## config.mk

```make
export PLATFORM = sky130hd
export DESIGN_NAME = mux_n_reg_hs_flat
export DESIGN_NICKNAME = d
export VERILOG_FILES = /design/src/rtl/mux_n_reg_hs_if.sv /design/src/rtl/mux_n_reg_hs.sv /design/src/flat_wrapper.sv
export SDC_FILE = /design/constraint.sdc
export NUM_CORES = 1
export LEC_CHECK = 0
export ABC_AREA = 1
export CORE_MARGIN = 5
export CORE_UTILIZATION = 34
export DETAILED_ROUTE_END_ITERATION = 8
export PLACE_DENSITY = 0.84
export SYNTH_ARGS = -nofsm -noshare
export SYNTH_HDL_FRONTEND = slang
export SYNTH_SLANG_ARGS = --single-unit
```

## constraint.sdc

```tcl
create_clock -name clk -period 1.9 [get_ports clk]
set_clock_uncertainty 0.2 [all_clocks]
set_input_delay 0.38 -clock clk [delete_from_list [all_inputs] [get_ports clk]]
set_output_delay 0.38 -clock clk [all_outputs]
set_load 0.005 [all_outputs]
```

## src/rtl/mux_n_reg_hs_if.sv

```systemverilog
// mux_n_reg_hs_if
// Bundles the streaming handshake and select-control signals of the
// registered N:1 multiplexer.
//   din        : flattened input channels, channel k at [k*DATA_WIDTH +: DATA_WIDTH]
//   din_valid  : per-channel valid
//   din_ready  : per-channel ready (driven by the mux)
//   sel_in     : requested channel
//   sel_load   : load strobe for sel_in
//   sel_cur    : currently active channel
//   sel_err    : one-cycle pulse after a rejected select load
//   dout       : registered output data
//   dout_valid : output valid
//   dout_ready : sink ready
// The slave modport is the multiplexer's view; the master modport is the
// view of whatever drives the sources, the select and the sink.
interface mux_n_reg_hs_if #(
    parameter int DATA_WIDTH = 8,
    parameter int NUM_IN     = 4
);
    localparam int SEL_WIDTH = $clog2(NUM_IN);

    logic [NUM_IN*DATA_WIDTH-1:0] din;
    logic [NUM_IN-1:0]            din_valid;
    logic [NUM_IN-1:0]            din_ready;
    logic [SEL_WIDTH-1:0]         sel_in;
    logic                         sel_load;
    logic [SEL_WIDTH-1:0]         sel_cur;
    logic                         sel_err;
    logic [DATA_WIDTH-1:0]        dout;
    logic                         dout_valid;
    logic                         dout_ready;

    modport master (
        output din, din_valid, sel_in, sel_load, dout_ready,
        input  din_ready, sel_cur, sel_err, dout, dout_valid
    );

    modport slave (
        input  din, din_valid, sel_in, sel_load, dout_ready,
        output din_ready, sel_cur, sel_err, dout, dout_valid
    );
endinterface

```

## src/rtl/mux_n_reg_hs.sv

```systemverilog
// mux_n_reg_hs
// Parametrised N-input, W-bit multiplexer with a single output register
// stage and valid/ready flow control on every input and on the output.
// The active channel is a registered value loaded through sel_in/sel_load;
// out-of-range loads are ignored and reported on sel_err.
//   clk : rising-edge clock
//   rst : asynchronous, active-high reset
//   bus : mux_n_reg_hs_if slave modport (data, handshakes, select control)
module mux_n_reg_hs #(
    parameter int  DATA_WIDTH = 8,
    parameter int  NUM_IN     = 4,
    localparam int SEL_WIDTH  = $clog2(NUM_IN)
) (
    input logic           clk,
    input logic           rst,
    mux_n_reg_hs_if.slave bus
);
    localparam logic [SEL_WIDTH:0] NUM_IN_EXT = (SEL_WIDTH + 1)'(NUM_IN);

    logic                  sel_in_range;
    logic                  out_free;
    logic                  can_accept;
    logic                  sel_valid;
    logic                  accept;
    logic [DATA_WIDTH-1:0] sel_data;

    // Zero-extend before comparing so NUM_IN itself is representable.
    assign sel_in_range = ({1'b0, bus.sel_in} < NUM_IN_EXT);

    // The output register can take a new beat if it is empty or being drained.
    assign out_free = !bus.dout_valid || bus.dout_ready;

    // No beat is accepted during reset or in any cycle carrying a select load,
    // so a select change never lands in the middle of a beat.
    assign can_accept = !rst && !bus.sel_load && out_free;

    always_comb begin
        sel_data      = '0;
        sel_valid     = 1'b0;
        bus.din_ready = '0;
        for (int k = 0; k < NUM_IN; k++) begin
            if (bus.sel_cur == SEL_WIDTH'(k)) begin
                sel_data         = bus.din[k*DATA_WIDTH +: DATA_WIDTH];
                sel_valid        = bus.din_valid[k];
                bus.din_ready[k] = can_accept;
            end
        end
    end

    assign accept = sel_valid && can_accept;

    // Output register: replace on accept, otherwise clear valid on drain.
    // dout keeps its last value after a drain.
    always_ff @(posedge clk or posedge rst) begin
        if (rst) begin
            bus.dout       <= '0;
            bus.dout_valid <= 1'b0;
        end else if (accept) begin
            bus.dout       <= sel_data;
            bus.dout_valid <= 1'b1;
        end else if (bus.dout_valid && bus.dout_ready) begin
            bus.dout_valid <= 1'b0;
        end
    end

    // Select register and rejected-load pulse.
    always_ff @(posedge clk or posedge rst) begin
        if (rst) begin
            bus.sel_cur <= '0;
            bus.sel_err <= 1'b0;
        end else begin
            bus.sel_err <= bus.sel_load && !sel_in_range;
            if (bus.sel_load && sel_in_range) begin
                bus.sel_cur <= bus.sel_in;
            end
        end
    end
endmodule
```

## src/flat_wrapper.sv

```systemverilog
// flat-port wrapper written by rule: the top's interface ports become plain ports
module mux_n_reg_hs_flat 
#(
    parameter int  DATA_WIDTH = 8,
    parameter int  NUM_IN     = 4,
    localparam int SEL_WIDTH  = $clog2(NUM_IN)
)
  (clk, rst, bus_din, bus_din_valid, bus_sel_in, bus_sel_load, bus_dout_ready, bus_din_ready, bus_sel_cur, bus_sel_err, bus_dout, bus_dout_valid);
  mux_n_reg_hs_if #(.DATA_WIDTH(DATA_WIDTH), .NUM_IN(NUM_IN)) bus_i ();
  input logic clk;
  input logic rst;
  input wire logic [$bits(bus_i.din)-1:0] bus_din;
  input wire logic [$bits(bus_i.din_valid)-1:0] bus_din_valid;
  input wire logic [$bits(bus_i.sel_in)-1:0] bus_sel_in;
  input wire logic [$bits(bus_i.sel_load)-1:0] bus_sel_load;
  input wire logic [$bits(bus_i.dout_ready)-1:0] bus_dout_ready;
  output wire logic [$bits(bus_i.din_ready)-1:0] bus_din_ready;
  output wire logic [$bits(bus_i.sel_cur)-1:0] bus_sel_cur;
  output wire logic [$bits(bus_i.sel_err)-1:0] bus_sel_err;
  output wire logic [$bits(bus_i.dout)-1:0] bus_dout;
  output wire logic [$bits(bus_i.dout_valid)-1:0] bus_dout_valid;
  assign bus_i.din = bus_din;
  assign bus_i.din_valid = bus_din_valid;
  assign bus_i.sel_in = bus_sel_in;
  assign bus_i.sel_load = bus_sel_load;
  assign bus_i.dout_ready = bus_dout_ready;
  assign bus_din_ready = bus_i.din_ready;
  assign bus_sel_cur = bus_i.sel_cur;
  assign bus_sel_err = bus_i.sel_err;
  assign bus_dout = bus_i.dout;
  assign bus_dout_valid = bus_i.dout_valid;
  mux_n_reg_hs #(.DATA_WIDTH(DATA_WIDTH), .NUM_IN(NUM_IN)) u_core (.clk(clk), .rst(rst), .bus(bus_i));
endmodule
```

==> out/results.ini, run 1 <==
[status]
status = finished clean

[timing]
fmax_mhz = 537
fin_tns_setup_ps = 0
hold_violations = 0
drv_slew = 0
setup_viol = 0
rsz0062_at_grt = false
min_period_ps = 1860
period_share_pct = 98.0
worst_slack_ps = 37.4

[detailed_routing]
ant_nets = 0
routed_wl_um = 2700
vias = 950
viasPerCell = 4.82
routedWlPerCell_um = 13.7
drc = 0
drtPass1Iterations = 4
drtIter0Drc = 12

[yosys]
ys_ff_latch = 11
synth_top_area_share_pct = 38.4
ys_seq_area_share_pct = 38.4
syn_area_per_cell_um2 = 6.64
synth.largest_area_cell = dfrtp_1
synthCells = 108
synth_warnings = 0
syn-num-nets = 150
syn_area_um2 = 717
synth_area_leaders = dfrtp_1 (38%), nand2_1 (28%), nand4_1 (7.0%)
yosys.cell_types.count = 19

[critical_path]
cpMaxStageDelayCell = clkdlybuf4s50_1
cp_cell_sequence = clkdlybuf4s50_1
cp.buffers_inverters = 1
critPathCaptureType = output port
cp-start-kind = flop
arrival_ps = 1280
cp.required_ps = 1320
path_class = flop to output port
crit_family = buffers and inverters
cp_max_fo = 7
crit_path_max_incr_delay_ps = 540

[clocking]
cts_buffers = 3
root_buffer = clkbuf_4
clockBufferDepth = 2
cts.sinks = 11
h-tree-depth = 1
clk_latency_ps = 280
tritoncts = done
clk_pin_slew_ps = 70

[power]
powerDensity_mw_per_mm2 = 650
vdd_drop_max_mv = 0.380
p_leak_nw = 0.655

[grt]
grt_pass1_vias = 928
grt_start_max_net_pins = 12
grt_pass1_wl_um = 4190
antenna_found_initial = 0
track_usage_pct = 17.0
overflow = 0

[final_layout]
mostFrequentLayoutCells = nand2_1 (51), clkdlybuf4s50_1 (50), nand3_1 (9), dfrtp_1 (9), nand4_1 (8)
fill_cells = 165
num_antenna_cells = 0
syn_to_final_growth_pct = 92.5
drive_gt1_share_pct = 17.1
nets = 213
final_common_cell = nand2_1

[placement]
dp_hpwl_um = 2130
pre_cts_ws_ps = -438
numPortBuffers = 56
gp_routability_congestion = 0.832

[floorplanning]
start_util_pct = 36.2
dieArea_mm2 = 0.00313
rows = 16
core_mm2 = 0.00198
fp.dieH_um = 55.9
io_pins = 58
fp.dieW_um = 55.9

[job]
drv_cap = 0

[hold_path]
hold_path_class = flop to flop

[final cells by class]
cell class                      count  area, µm²  share of cell area (%)
Clock buffer                        4       26.3                    1.90
Inverter                            6       25.0                    1.81
Multi-Input combinational cell     87        424                    30.7
Sequential cell                    11        278                    20.1
Tap cell                           27       33.8                    2.45
Timing Repair Buffer               62        593                    43.0
[what timing repair did]
action | CTS | global route
setup buffers | 0 | 0
setup endpoints to repair | 6 | 4
hold buffers | 0 | 1
gates resized for setup | 23 | 5
endpoints found under the hold margin | 0 | 11
pin swaps | 3 | 3
[logic make-up after synthesis]
group                  Yosys count  synth area share (%)
flip-flops                      11                  38.4
other                            1                 0.523
buffers and inverters           10                  6.63
AO/OA/AOI/OAI                    3                  2.09
AND/OR/NAND/NOR                 83                  52.4
[metal layers]
metal | vias to the layer above | GRT usage [%] | part of all wire [%]
li1 | 472 | - | -
met1 | 424 | 18.9 | 38
met2 | 45 | 29.2 | 50
met3 | 9 | 3.94 | 8.3
met4 | 0 | 10.2 | 3.1
met5 | - | 0 | 0
[cell usage after synthesis]
cell,number
nand4_1,8
conb_1,1
nand3_1,9
buf_4,1
nor3_1,3
inv_2,1
inv_1,4
nand2_4,1
nor2_1,4
inv_4,1
nand3_2,1
dfrtp_1,11
nor2_4,1
nor2_2,1
o21ai_1,1
nand2_2,2
buf_2,3
o21ai_0,2
nand2_1,53
[through the flow]
stage | hold WS, ps | total power [mW] | instance area [µm²] | utilization [%] | cells
after floorplan | 32.4 | 0.475 | 717 | - | 108
after global placement | 263 | 0.721 | 1330 | 66.9 | 192
after detailed placement | 264 | 0.732 | 1330 | 66.9 | 192
after CTS | 231 | 0.895 | 1360 | 68.4 | 196
after global routing | 298 | 0.953 | 1380 | 69.6 | 197
final | 278 | 0.897 | 1380 | 69.6 | 197
[flip-flops by register name (all words and copies together), names as in the netlist]
| register | cells |
|---|---|
| u_core.bus.sel_cur | 2 |
| u_core.bus.dout_valid | 1 |
| u_core.bus.dout | 8 |
[power by group]
group          switching (mW)  leakage, nW  internal (mW)
Combinational           0.153        0.503          0.243
Sequential             0.0421        0.137          0.296
Clock                  0.0810       0.0150         0.0816
Total                   0.276        0.655          0.621
[path summary, 6_finish.rpt]
check                                 startpoint  cells past startpoint  slack, ps                    end
setup / recovery           u_core.bus.sel_cur[0]                      1         40         bus_sel_cur[0]
hold / removal                u_core.bus.dout[5]                      2        280     u_core.bus.dout[5]
setup reg to reg           u_core.bus.sel_cur[1]                      7        310     u_core.bus.dout[0]
hold reg to reg               u_core.bus.dout[5]                      2        280     u_core.bus.dout[5]
max in group asynchronous                    rst                      3        690  u_core.bus.sel_cur[1]
min in group asynchronous                    rst                      3        500     u_core.bus.dout[2]
(Power assumes the default switching activity.)
==> inputs of run 2 (changes only) <==
--- a/config.mk
+++ b/config.mk
@@ -9,6 +9,7 @@
 export CORE_MARGIN = 5
 export CORE_UTILIZATION = 34
 export DETAILED_ROUTE_END_ITERATION = 8
+export GPL_TIMING_DRIVEN = 0
 export PLACE_DENSITY = 0.84
 export SYNTH_ARGS = -nofsm -noshare
 export SYNTH_HDL_FRONTEND = slang
==> out/results.ini, run 2 (synthesis results as in run 1) <==
[clocking]
clk_latency_ps = 260  ; -20 ps
h-tree-depth = 1  ; unchanged
cts_buffers = 3  ; unchanged
clockBufferDepth = 2  ; unchanged
clk_pin_slew_ps = 70  ; about the same
cts.sinks = 11  ; unchanged
root_buffer = clkbuf_4
tritoncts = done

[placement]
dp.cells = 191  ; -0.52%
dp_hpwl_um = 2140  ; +0.52%
numPortBuffers = 56  ; unchanged
gp_routability_congestion = 0.799  ; -3.9%

[grt]
grt_pass1_wl_um = 4350  ; +3.8%
track_usage_pct = 17.8  ; +0.82 points
grt_pass1_vias = 962  ; +3.7%
overflow = 0  ; unchanged
antenna_found_initial = 0  ; unchanged
grt_start_max_net_pins = 12  ; unchanged

[power]
vdd_drop_max_mv = 0.353  ; -7.1%
powerDensity_mw_per_mm2 = 644  ; -0.98%
p_leak_nw = 0.669  ; +2.2%
power.total_uw = 903  ; +0.72%

[timing]
min_period_ps = 1860  ; -2.42 ps
rsz0062_at_grt = false
drv_slew = 0  ; unchanged
fmax_mhz = 538  ; +0.13%
period_share_pct = 97.9  ; -0.13 points
setup_viol = 0  ; unchanged
hold_violations = 0  ; unchanged

[floorplanning]
fp.dieW_um = 55.9  ; unchanged
dieArea_mm2 = 0.00313  ; unchanged
rows = 16  ; unchanged
io_pins = 58  ; unchanged
core_mm2 = 0.00198  ; unchanged
start_util_pct = 36.2  ; unchanged
fp.dieH_um = 55.9  ; unchanged

[detailed_routing]
drtPass1Iterations = 4  ; unchanged
ant_nets = 0  ; unchanged
vias = 986  ; +3.8%
viasPerCell = 4.93  ; +2.2%
drtIter0Drc = 23  ; +11
routedWlPerCell_um = 13.9  ; +1.4%
routed_wl_um = 2780  ; +3.0%
drc = 0  ; unchanged

[final_layout]
largest-register = u_core.bus.dout
drive_gt1_share_pct = 17.3  ; +0.28 points
nets = 216  ; +1.4%
largest_reg_flops = 8  ; unchanged
num_antenna_cells = 0  ; unchanged
multi_input_area_um2 = 417  ; -1.8%
fin_cells = 200  ; +1.5%
mostFrequentLayoutCells = nand2_1 (51), clkdlybuf4s50_1 (49), dfrtp_1 (10)
syn_to_final_growth_pct = 95.8
final_common_cell = nand2_1
fill_cells = 164  ; -0.61%
fin_util_pct = 70.8  ; +1.2 points
seqCellArea_um2 = 277  ; -0.45%
reg_top3 = u_core.bus.dout x8, u_core.bus.sel_cur x2, u_core.bus.dout_valid x1

[critical_path]
cp-start-kind = input port
path_class = input port to output port
critPathCaptureType = output port
cp_max_fo = 5  ; -2
arrival_ps = 1280  ; about the same
worstRegToRegCells = 8  ; +1
cp.required_ps = 1320  ; about the same

[job]
drv_cap = 0  ; unchanged

[status]
status = finished clean

[hold_path]
hold_path_class = input port to flop
holdPathStages = 4  ; +2

==> run 2: worst max-delay path: stages <==
cell and delay [ps]:
dlygate4sd2_1 280, nor2_2 180, nand2_4 100, nor3_2 190, buf_2 150
==> run 2: layout make-up <==
type / instances / area share (%)
Buffer: 3 / 1.87
Clock buffer: 4 / 1.87
Inverter: 6 / 2.05
Multi-Input combinational cell: 87 / 29.7
Sequential cell: 11 / 19.7
Tap cell: 27 / 2.41
Timing Repair Buffer: 62 / 42.4
==> run 2: worst paths after layout <==
path / startpoint / to / slack [ps]
hold reg to reg: u_core.bus.dout[0] / u_core.bus.dout[0] / 280
max in group asynchronous: rst / u_core.bus.sel_cur[0] / 700
hold / removal: bus_dout_ready / u_core.bus.dout_valid / 240
setup / recovery: bus_sel_load / bus_din_ready[2] / 40
setup reg to reg: u_core.bus.sel_cur[1] / u_core.bus.dout[5] / 200
min in group asynchronous: rst / u_core.bus.dout_valid / 500
==> run 2: report_power, final <==
group / total [mW] / leakage, nW / switching (mW) / internal [mW]
Clock: 0.155 / 0.0150 / 0.0735 / 0.0812
Sequential: 0.339 / 0.138 / 0.0427 / 0.296
Combinational: 0.410 / 0.516 / 0.160 / 0.250
==> run 2: metrics by stage <==
step / hold WS, ps / setup slack (ps) / TNS (ps) / instance area, µm²
floorplan: 32.4 / 367 / 0 / 717
finish: 239 / 39.8 / 0 / 1400
global placement: 262 / -458 / -1790 / 1310
global route: 236 / 21.0 / 0 / 1400
detailed placement: 268 / -477 / -1850 / 1310
CTS: 226 / -47.1 / -47.1 / 1360
==> run 2: metal layers <==
metal / global-route usage [%] / part of all wire, % / vias to the layer above
met5: 0 / 0 / -
met4: 8.14 / 2.1 / 0
met3: 4.18 / 6.8 / 7
met2: 32.3 / 54 / 45
met1: 19.5 / 37 / 458
li1: - / - / 476
==> run 2: timing repair <==
item	in CTS	in global routing
pin swaps	2	4
buffers inserted	2	3
gates resized for setup	25	6
hold buffers	0	1
setup endpoints to repair	5	5
hold endpoints to repair	0	11
